===== src/rtl/pipe_pkg.sv =====
// pipe_pkg: shared constants and per-boundary payload types for pipeline stage registers
package pipe_pkg;
    localparam logic [31:0] BUBBLE_PC = 32'h1bff_fffc;
    localparam logic [31:0] RESET_PC  = 32'h1c00_0000;

    typedef struct packed {
        logic [31:0] inst;
    } if_id_payload_t;

    typedef struct packed {
        logic [11:0] alu_op;
        logic [31:0] alu_src1;
        logic [31:0] alu_src2;
        logic [31:0] rkd_value;
        logic        mem_en;
        logic [3:0]  data_sram_we;
        logic        rf_we;
        logic [4:0]  rf_waddr;
        logic        rf_or_mem;
    } id_exe_payload_t;

    typedef struct packed {
        logic        mem_en;
        logic [3:0]  data_sram_we;
        logic [31:0] rkd_value;
        logic [31:0] alu_result;
        logic        rf_we;
        logic [4:0]  rf_waddr;
        logic        rf_or_mem;
        logic        br_taken;
        logic [31:0] br_target;
    } exe_mem_payload_t;

    typedef struct packed {
        logic        rf_we;
        logic [4:0]  rf_waddr;
        logic [31:0] rf_wdata;
    } mem_wb_payload_t;

    localparam int IF_ID_W   = $bits(if_id_payload_t);
    localparam int ID_EXE_W  = $bits(id_exe_payload_t);
    localparam int EXE_MEM_W = $bits(exe_mem_payload_t);
    localparam int MEM_WB_W  = $bits(mem_wb_payload_t);

    function automatic logic is_bubble(input logic [31:0] pc, input logic [31:0] bubble_pc);
        return pc == bubble_pc;
    endfunction
endpackage


===== src/rtl/pipe_slot.sv =====
// pipe_slot: one valid+pc+payload register; load wins over clear, payload only moves on load
module pipe_slot #(
    parameter int DATA_W = 64
) (
    input  logic              clk,
    input  logic              rst_n,
    input  logic              load,
    input  logic              clear,
    input  logic [31:0]       d_pc,
    input  logic [DATA_W-1:0] d_data,
    output logic              valid,
    output logic [31:0]       pc,
    output logic [DATA_W-1:0] data
);
    always_ff @(posedge clk or negedge rst_n)
        if (!rst_n) begin
            valid <= 1'b0;
            pc    <= '0;
            data  <= '0;
        end else begin
            valid <= load | (valid & ~clear);
            if (load) begin
                pc   <= d_pc;
                data <= d_data;
            end
        end
endmodule


===== src/rtl/pipe_stage_reg.sv =====
// pipe_stage_reg: valid/ready inter-stage register with flush, bubble drop and optional skid slot
module pipe_stage_reg
    import pipe_pkg::*;
#(
    parameter int          DATA_W      = 64,
    parameter int          SKID        = 0,
    parameter int          DROP_BUBBLE = 1,
    parameter logic [31:0] BUBBLE_PC   = pipe_pkg::BUBBLE_PC
) (
    input  logic              clk,
    input  logic              rst_n,
    input  logic              flush,
    input  logic              in_valid,
    output logic              in_ready,
    input  logic [31:0]       in_pc,
    input  logic [DATA_W-1:0] in_data,
    output logic              out_valid,
    input  logic              out_ready,
    output logic [31:0]       out_pc,
    output logic [DATA_W-1:0] out_data
);
    logic acc, st, pop;

    assign pop = out_valid & out_ready;
    assign acc = in_valid & in_ready & ~flush;
    assign st  = acc & ~((DROP_BUBBLE != 0) & is_bubble(in_pc, BUBBLE_PC));

    generate
        if (SKID == 0) begin : g_single
            assign in_ready = ~out_valid | out_ready;
            pipe_slot #(.DATA_W(DATA_W)) u_head (
                .clk    (clk),
                .rst_n  (rst_n),
                .load   (st),
                .clear  (flush | pop),
                .d_pc   (in_pc),
                .d_data (in_data),
                .valid  (out_valid),
                .pc     (out_pc),
                .data   (out_data)
            );
        end else begin : g_skid
            logic              s_valid, h_load, s_load;
            logic [31:0]       s_pc;
            logic [DATA_W-1:0] s_data;
            // S only fills when H is stuck, so in_ready never depends on out_ready
            assign in_ready = ~s_valid;
            assign h_load   = ~flush & ((pop & s_valid) | (st & (~out_valid | pop)));
            assign s_load   = st & out_valid & ~pop;
            pipe_slot #(.DATA_W(DATA_W)) u_head (
                .clk    (clk),
                .rst_n  (rst_n),
                .load   (h_load),
                .clear  (flush | pop),
                .d_pc   (s_valid ? s_pc : in_pc),
                .d_data (s_valid ? s_data : in_data),
                .valid  (out_valid),
                .pc     (out_pc),
                .data   (out_data)
            );
            pipe_slot #(.DATA_W(DATA_W)) u_skid (
                .clk    (clk),
                .rst_n  (rst_n),
                .load   (s_load),
                .clear  (flush | pop),
                .d_pc   (in_pc),
                .d_data (in_data),
                .valid  (s_valid),
                .pc     (s_pc),
                .data   (s_data)
            );
        end
    endgenerate
endmodule


===== config.mk =====
export PLATFORM = sky130hd
export DESIGN_NAME = pipe_stage_reg
export DESIGN_NICKNAME = d
export VERILOG_FILES = /design/src/rtl/pipe_pkg.sv /design/src/rtl/pipe_slot.sv /design/src/rtl/pipe_stage_reg.sv
export SDC_FILE = /design/constraint.sdc
export NUM_CORES = 1
export LEC_CHECK = 0
export CORE_ASPECT_RATIO = 0.6
export CORE_MARGIN = 2
export CORE_UTILIZATION = 35
export CTS_BUF_LIST = sky130_fd_sc_hd__clkbuf_4 sky130_fd_sc_hd__clkbuf_8
export DETAILED_ROUTE_END_ITERATION = 8
export DONT_BUFFER_PORTS = 1
export PLACE_DENSITY = 0.6
export SYNTH_ARGS = -nofsm -noshare
export SYNTH_HDL_FRONTEND = slang
export SYNTH_HIERARCHICAL = 1
export SYNTH_SLANG_ARGS = --single-unit

===== constraint.sdc =====
create_clock -name clk -period 2.2 [get_ports clk]
set_input_delay 0.44 -clock clk [delete_from_list [all_inputs] [get_ports clk]]
set_output_delay 0.44 -clock clk [all_outputs]
set_load 0.005 [all_outputs]

==> results_dict.tcl, run 1 <==
set metrics [dict create \
    area_growth_pct 10.92 \
    whs_ns -0.2244 \
    die-area_sq_um 11780 \
    most-common-layout-cells "dfrtp_1 (97), mux2_2 (67), mux2_4 (29)" \
    cellLeakagePower_nw 1.797 \
    rsz0062_at_grt "no" \
    worst_pin_slew_ns 0.4316 \
    port_buffers 0 \
    clk_latency_ns 0.35 \
    ys_seq_area_share_pct 63.61 \
    drv_cap 0 \
    relSlewSlack_pct 70.84 \
    syn_avg_cell_area_sq_um 17.27 \
    h-tree-depth 3 \
    firstDrtPassIters 4 \
    via_per_inst 4.976 \
    clkSinkCount 97 \
    grt_pass1_wl_microns 11670 \
    crit_fanout 37 \
    fin_crit_sh_pct 84.67 \
    cts_resized 0 \
    outcome "complete, but fails checks" \
    dpl.hpwl_microns 5314 \
    crit_arrival_ns 2.10 \
    layout-drive-gt1-share_pct 51.08 \
    synth-seq-cells 97 \
    path_class "flip-flop to flip-flop" \
    peakVddDrop_v 0.0004017 \
    swShare_pct 23.92 \
    cpPeakStageDelay_ns 0.44 \
    path_clk_slew_ns 0.09 \
    routed-via-count 1841 \
    comb_power_share_pct 11.4 \
    grt-ovfl-total 0 \
    drv_slew 0 \
    slowest_stage "dfrtp_1" \
    cts_setup_buffers 0 \
    grt_usage_pct 12.81 \
    cts_tree "done" \
    p_seq_share_pct 57.5 \
    setup_violations 0 \
    first_iter_violations 49 \
    wl_microns 7381 \
    nets 328 \
    grt_pass1_vias 2075 \
    critPathBufInv 1 \
    drtAntennaViolNets 0 \
    cts_made_buffers 9 \
    max_freq_mhz 536.8 \
    die-width_microns 138.8 \
    worstPathCellList "nand2b_1 > nand3b_1 > a41oi_4 > buf_12 > mux2_2" \
    synthesis.nets 322 \
    layout_commonest_cell "dfrtp_1" \
    pre_cts_slack_ns 0.2086 \
    clockPowerShare_pct 31.1 \
    antenna_found_initial 0 \
    die_h_microns 84.88 \
    critPathLaunchType "flip-flop" \
    post_drt_wl_per_cell_microns 19.95 \
    initial_core_util_pct 36.02 \
    internal_power_w 0.003151 \
    gp_congestion 0.7114 \
    hold_violations 97 \
    cts-root-buf "clkbuf_8" \
    crit_required_ns 2.44 \
    cp_top_family "flip-flops" \
    holdCritPathClass "input pin to async pin" \
    drc 0 \
    setup_ws_ns 0.3372 \
    power.switching_w 0.0009909 \
    netlist_instances 221 \
    fin_skew_ns 0.005049 \
    violations "hold timing" \
    power_per_cell_area_nw_per_um2 978.5 \
    ys_warn_count 6 \
    diodes 0 \
    finalSetupTns_ns 0 \
    clk_path_buf_depth 2 \
    end_kind "flip-flop" \
    post-route-min-period_ns 1.863 \
    grt_max_degree 98 \
    pin_count 199 \
    synth_cell_type_count 17 \
    core_area_sq_um 10600 \
    fp-row-count 29 \
    synth_area_sq_um 3816 \
]
==> synth_stat cells <==
library cell	number	share of area (%)
mux2_2	67	20
nor4_1	1	0.16
nor3_1	1	0.13
nor4bb_1	1	0.26
a21o_1	2	0.39
buf_2	6	0.79
mux2_4	29	11
inv_1	1	0.098
nand3b_1	1	0.20
nand4bb_1	1	0.30
dfrtp_1	97	64
nand2_1	1	0.098
a41oi_1	1	0.23
nor2_1	1	0.098
nand2b_1	1	0.16
buf_6	5	1.5
nand4_1	5	0.82
==> worst reg2reg max path: cells and delay by family (launching register included) <==
family / cells / cell delay [ns]
DFF: 1 / 0.44
muxes: 1 / 0.39
AOI/OAI and AO/OA: 1 / 0.34
and+or+nand+nor: 2 / 0.29
buffers and inverters: 1 / 0.28
==> logic make-up (layout without fill, tap and decap cells) <==
family,Yosys count,in the layout,synth area share (%)
AO/OA/AOI/OAI,3,3,0.6229
AND/OR/NAND/NOR,13,13,2.229
flip-flops,97,97,63.61
multiplexers,96,96,31.18
buffers and inverters,12,22,2.360
==> final cells by class <==
type | count | area [sq um]
Clock inverter | 4 | 76.32
Fill cell | 965 | 6362
Timing Repair Buffer | 6 | 82.58
Sequential cell | 97 | 2427
Clock buffer | 11 | 151.4
Tap cell | 139 | 173.9
Multi-Input combinational cell | 112 | 1318
Inverter | 1 | 3.754
==> power groups by stage <==
stage | clock network, W | registers [W] | logic, W
after floorplan | 0 | 0.00233 | 0.000430
after global placement | 0 | 0.00243 | 0.000455
after detailed placement | 0 | 0.00242 | 0.000483
after CTS | 0.00136 | 0.00239 | 0.000478
after global routing | 0.00144 | 0.00243 | 0.000511
final | 0.00129 | 0.00238 | 0.000470
==> per-stage QoR <==
| stage | std cells | total power (W) | utilization, % | area, sq um |
|---|---|---|---|---|
| 4_1_cts | 370 | 0.004226 | 39.95 | 4233 |
| 3_3_place_gp | 355 | 0.002882 | 37.80 | 4005 |
| 2_1_floorplan | 221 | 0.002762 | - | 3816 |
| 5_1_grt | 370 | 0.004377 | 39.95 | 4233 |
| 6_report | 370 | 0.004142 | 39.95 | 4233 |
| 3_5_place_dp | 355 | 0.002899 | 37.80 | 4005 |
==> flip-flops by register name, summed over array words and instances (netlist names) <==
register               cells
g_single.u_head/pc        32
g_single.u_head/data      64
g_single.u_head/valid      1
==> per-layer routing <==
layer	track usage (%)	vias to the layer above	share of wire, %
met1	16.81	913	43
met5	0	-	0
met3	7.449	6	13
met4	4.591	0	0.89
li1	-	792	-
met2	17.60	130	44
==> worst paths after layout <==
path | from | to | slack (ns) | cells past startpoint
worst max-delay path | g_single.u_head/valid | g_single.u_head/data[56] | 0.34 | 5
worst min-delay path | rst_n | g_single.u_head/data[44] | -0.22 | 0
worst max register to register | g_single.u_head/valid | g_single.u_head/data[56] | 0.34 | 5
worst min register to register | g_single.u_head/data[42] | g_single.u_head/data[42] | 0.54 | 1
max in group asynchronous | rst_n | g_single.u_head/data[24] | 2.30 | 0
min in group clk | in_data[2] | g_single.u_head/data[2] | 0.23 | 1
(Power assumes the default switching activity.)
==> run 2, diff against run 1 <==
--- a/config.mk
+++ b/config.mk
@@ -5,13 +5,14 @@
 export SDC_FILE = /design/constraint.sdc
 export NUM_CORES = 1
 export LEC_CHECK = 0
+export ABC_AREA = 1
 export CORE_ASPECT_RATIO = 0.6
 export CORE_MARGIN = 2
 export CORE_UTILIZATION = 35
 export CTS_BUF_LIST = sky130_fd_sc_hd__clkbuf_4 sky130_fd_sc_hd__clkbuf_8
 export DETAILED_ROUTE_END_ITERATION = 8
 export DONT_BUFFER_PORTS = 1
-export PLACE_DENSITY = 0.6
+export PLACE_DENSITY = 0.62
 export SYNTH_ARGS = -nofsm -noshare
 export SYNTH_HDL_FRONTEND = slang
 export SYNTH_HIERARCHICAL = 1
==> constraint.sdc (replaced) <==
create_clock -name clk -period 1.5 [get_ports clk]
set_input_delay 0.3 -clock clk [delete_from_list [all_inputs] [get_ports clk]]
set_output_delay 0.3 -clock clk [all_outputs]
set_load 0.005 [all_outputs]
==> results_dict.tcl, run 2 <==
set metrics [dict create \
    grt_pass1_vias 2807 \
    hold_violations 97 \
    crit_fanout 36 \
    swShare_pct 28.40 \
    initial_core_util_pct 36.06 \
    violations "hold timing" \
    grt-ovfl-total 0 \
    wl_microns 9718 \
    pre_cts_slack_ns -0.03986 \
    holdCritPathClass "input pin to async pin" \
    fin_skew_ns 0.006112 \
    comb_power_share_pct 10.2 \
    port_buffers 0 \
    whs_ns -0.3771 \
    cp.depth 7 \
    internal_power_w 0.004095 \
    reg2reg_depth 7 \
    post_drt_wl_per_cell_microns 16.22 \
    fin_crit_sh_pct 94.35 \
    drv_cap 0 \
    fp-row-count 29 \
    power_per_cell_area_nw_per_um2 1335 \
    antenna_found_initial 0 \
    drtAntennaViolNets 0 \
    clockPowerShare_pct 30.5 \
    die_h_microns 85.07 \
    synthFlopType "dfrtp_1" \
    cts_tree "done" \
    drc 0 \
    crit_arrival_ns 1.71 \
    yosysTopAreaCell "dfrtp_1" \
    path_clk_slew_ns 0.10 \
    cts_made_buffers 9 \
    grt_usage_pct 15.33 \
    final_area_sq_um 4285 \
    relSlewSlack_pct 83.81 \
    pin_count 199 \
    max_freq_mhz 706.6 \
    grt_max_degree 98 \
    setup_violations 0 \
    synth_area_leaders "dfrtp_1 (63%), nand2_1 (31%), buf_2 (1.7%)" \
    yosysTopAreaCellShare_pct 63.32 \
    grt_pass1_wl_microns 14490 \
    syn_avg_cell_area_sq_um 8.463 \
    worstPathCellList "nand2_1 > nand3_2 > a21oi_4 > buf_4 > clkbuf_16 > nand2_1 > nand2_1" \
    netlist_instances 453 \
    die-area_sq_um 11830 \
    p_seq_share_pct 59.3 \
    core_area_sq_um 10630 \
    async_flop_share_pct 100.0 \
    critPathBufInv 2 \
    layout_commonest_cell "nand2_1" \
    setup_ws_ns 0.08474 \
    rsz0062_at_grt "yes" \
    cpPeakStageDelay_ns 0.45 \
    max_flop_register "g_single.u_head/data" \
    drv_slew 0 \
    place_area_sq_um 3970 \
    largest_reg_flops 64 \
    outcome "complete, but fails checks" \
    worst_pin_slew_ns 0.2419 \
    layout-drive-gt1-share_pct 6.957 \
    most-common-layout-cells "nand2_1 (313), dfrtp_1 (96), nor2_1 (10), clkbuf_8 (10), inv_1 (9)" \
    peakVddDrop_v 0.0005880 \
    power.switching_w 0.001624 \
    yosysMostFrequentCell "nand2_1" \
    ys_warn_count 6 \
    critPathLaunchType "flip-flop" \
    h-tree-depth 3 \
    ys_seq_area_share_pct 63.32 \
    synth_cell_type_count 10 \
    synth-edff-count 0 \
    firstDrtPassIters 4 \
    cp_top_family "flip-flops" \
    path_class "flip-flop to flip-flop" \
    synth_area_sq_um 3834 \
    slowest_stage "dfrtp_2" \
    via_per_inst 4.750 \
    synth-seq-cells 97 \
    synthesis.nets 554 \
    diodes 0 \
    gp_congestion 0.7902 \
    dpl.hpwl_microns 6321 \
    cellLeakagePower_nw 2.349 \
    yosys-top-cells-count "nand2_1 (313), dfrtp_1 (97), buf_2 (13)" \
    clk_latency_ns 0.36 \
    cpMostUsedCell "nand2_1" \
    area_growth_pct 11.78 \
    clkSinkCount 97 \
    end_kind "flip-flop" \
    nets 556 \
    post-route-min-period_ns 1.415 \
    reg_top3 "g_single.u_head/data (64), g_single.u_head/pc (32), g_single.u_head/valid (1)" \
    die-width_microns 139.1 \
    crit_required_ns 1.79 \
    cts-root-buf "clkbuf_8" \
    first_iter_violations 195 \
    routed-via-count 2845 \
    clk_path_buf_depth 2 \
]
-- run 2: cell count changes in the layout (fill, tap and decap cells not counted), moves of 2 or more --
cell,delta
a21o_1,-2
nand4_1,-5
mux2_2,-67
nand2_1,+312
mux2_4,-29
clkbuf_16,+3
clkinv_2,+2
inv_1,+8
nor2_1,+9
-- run 2: area by class of cell --
class / count / area, sq um
Inverter: 10 / 40.04
Clock buffer: 10 / 137.6
Tap cell: 139 / 173.9
Timing Repair Buffer: 12 / 200.2
Clock inverter: 6 / 66.31
Multi-Input combinational cell: 325 / 1239
Fill cell: 1043 / 6346
Sequential cell: 97 / 2429
-- run 2: per-layer routing --
metal	global-route usage [%]	wire, microns
met4	4.959	176
met2	23.24	4266
met3	6.490	905
met5	0	0
met1	20.07	4369
-- run 2: metrics by stage --
stage               cells   TNS [ns]  power (W)  util (%)
floorplan             453          0   0.003778         -
global placement      577  -0.003039   0.003950     37.34
detailed placement    577     -1.072   0.003990     37.34
CTS                   593          0   0.005777     39.26
global route          599   -0.03399   0.006059     40.31
finish                599          0   0.005720     40.31
-- run 2: kinds of logic (layout without fill, tap and decap cells) --
kind of cell / count (synthesis) / count (layout) / share of synthesized area [%]
simple gates: 324 / 324 / 31.76
compound gates: 1 / 1 / 0.1304
flops: 97 / 97 / 63.32
buf+inv: 31 / 38 / 4.797
-- run 2: what timing repair did --
action,CTS,global route
hold endpoints to repair,97,97
gates resized for setup,0,4
buffers inserted,0,3
setup endpoints to repair,0,96
-- run 2: worst reg2reg max path, stage by stage (launching register included) --
cell       delay (ns)
dfrtp_2          0.45
nand2_1          0.11
nand3_2          0.09
a21oi_4          0.19
buf_4            0.15
clkbuf_16        0.21
nand2_1          0.08
nand2_1          0.07
-- run 2: path summary, 6_finish.rpt --
path                                          start                       end  slack [ns]
setup / recovery              g_single.u_head/valid  g_single.u_head/data[41]        0.08
max in group asynchronous                     rst_n  g_single.u_head/data[26]        1.75
hold reg to reg            g_single.u_head/data[41]  g_single.u_head/data[41]        0.51
setup reg to reg              g_single.u_head/valid  g_single.u_head/data[41]        0.08
hold / removal                                rst_n    g_single.u_head/pc[14]       -0.38
min in group clk                          in_pc[27]    g_single.u_head/pc[27]        0.05
-- run 2: power groups by stage --
stage	sequential, W	clock [W]	combinational [W]
2_1_floorplan	0.00333	0	0.000450
3_3_place_gp	0.00344	0	0.000508
3_5_place_dp	0.00344	0	0.000551
4_1_cts	0.00340	0.00184	0.000543
5_1_grt	0.00344	0.00192	0.000693
6_report	0.00339	0.00174	0.000582
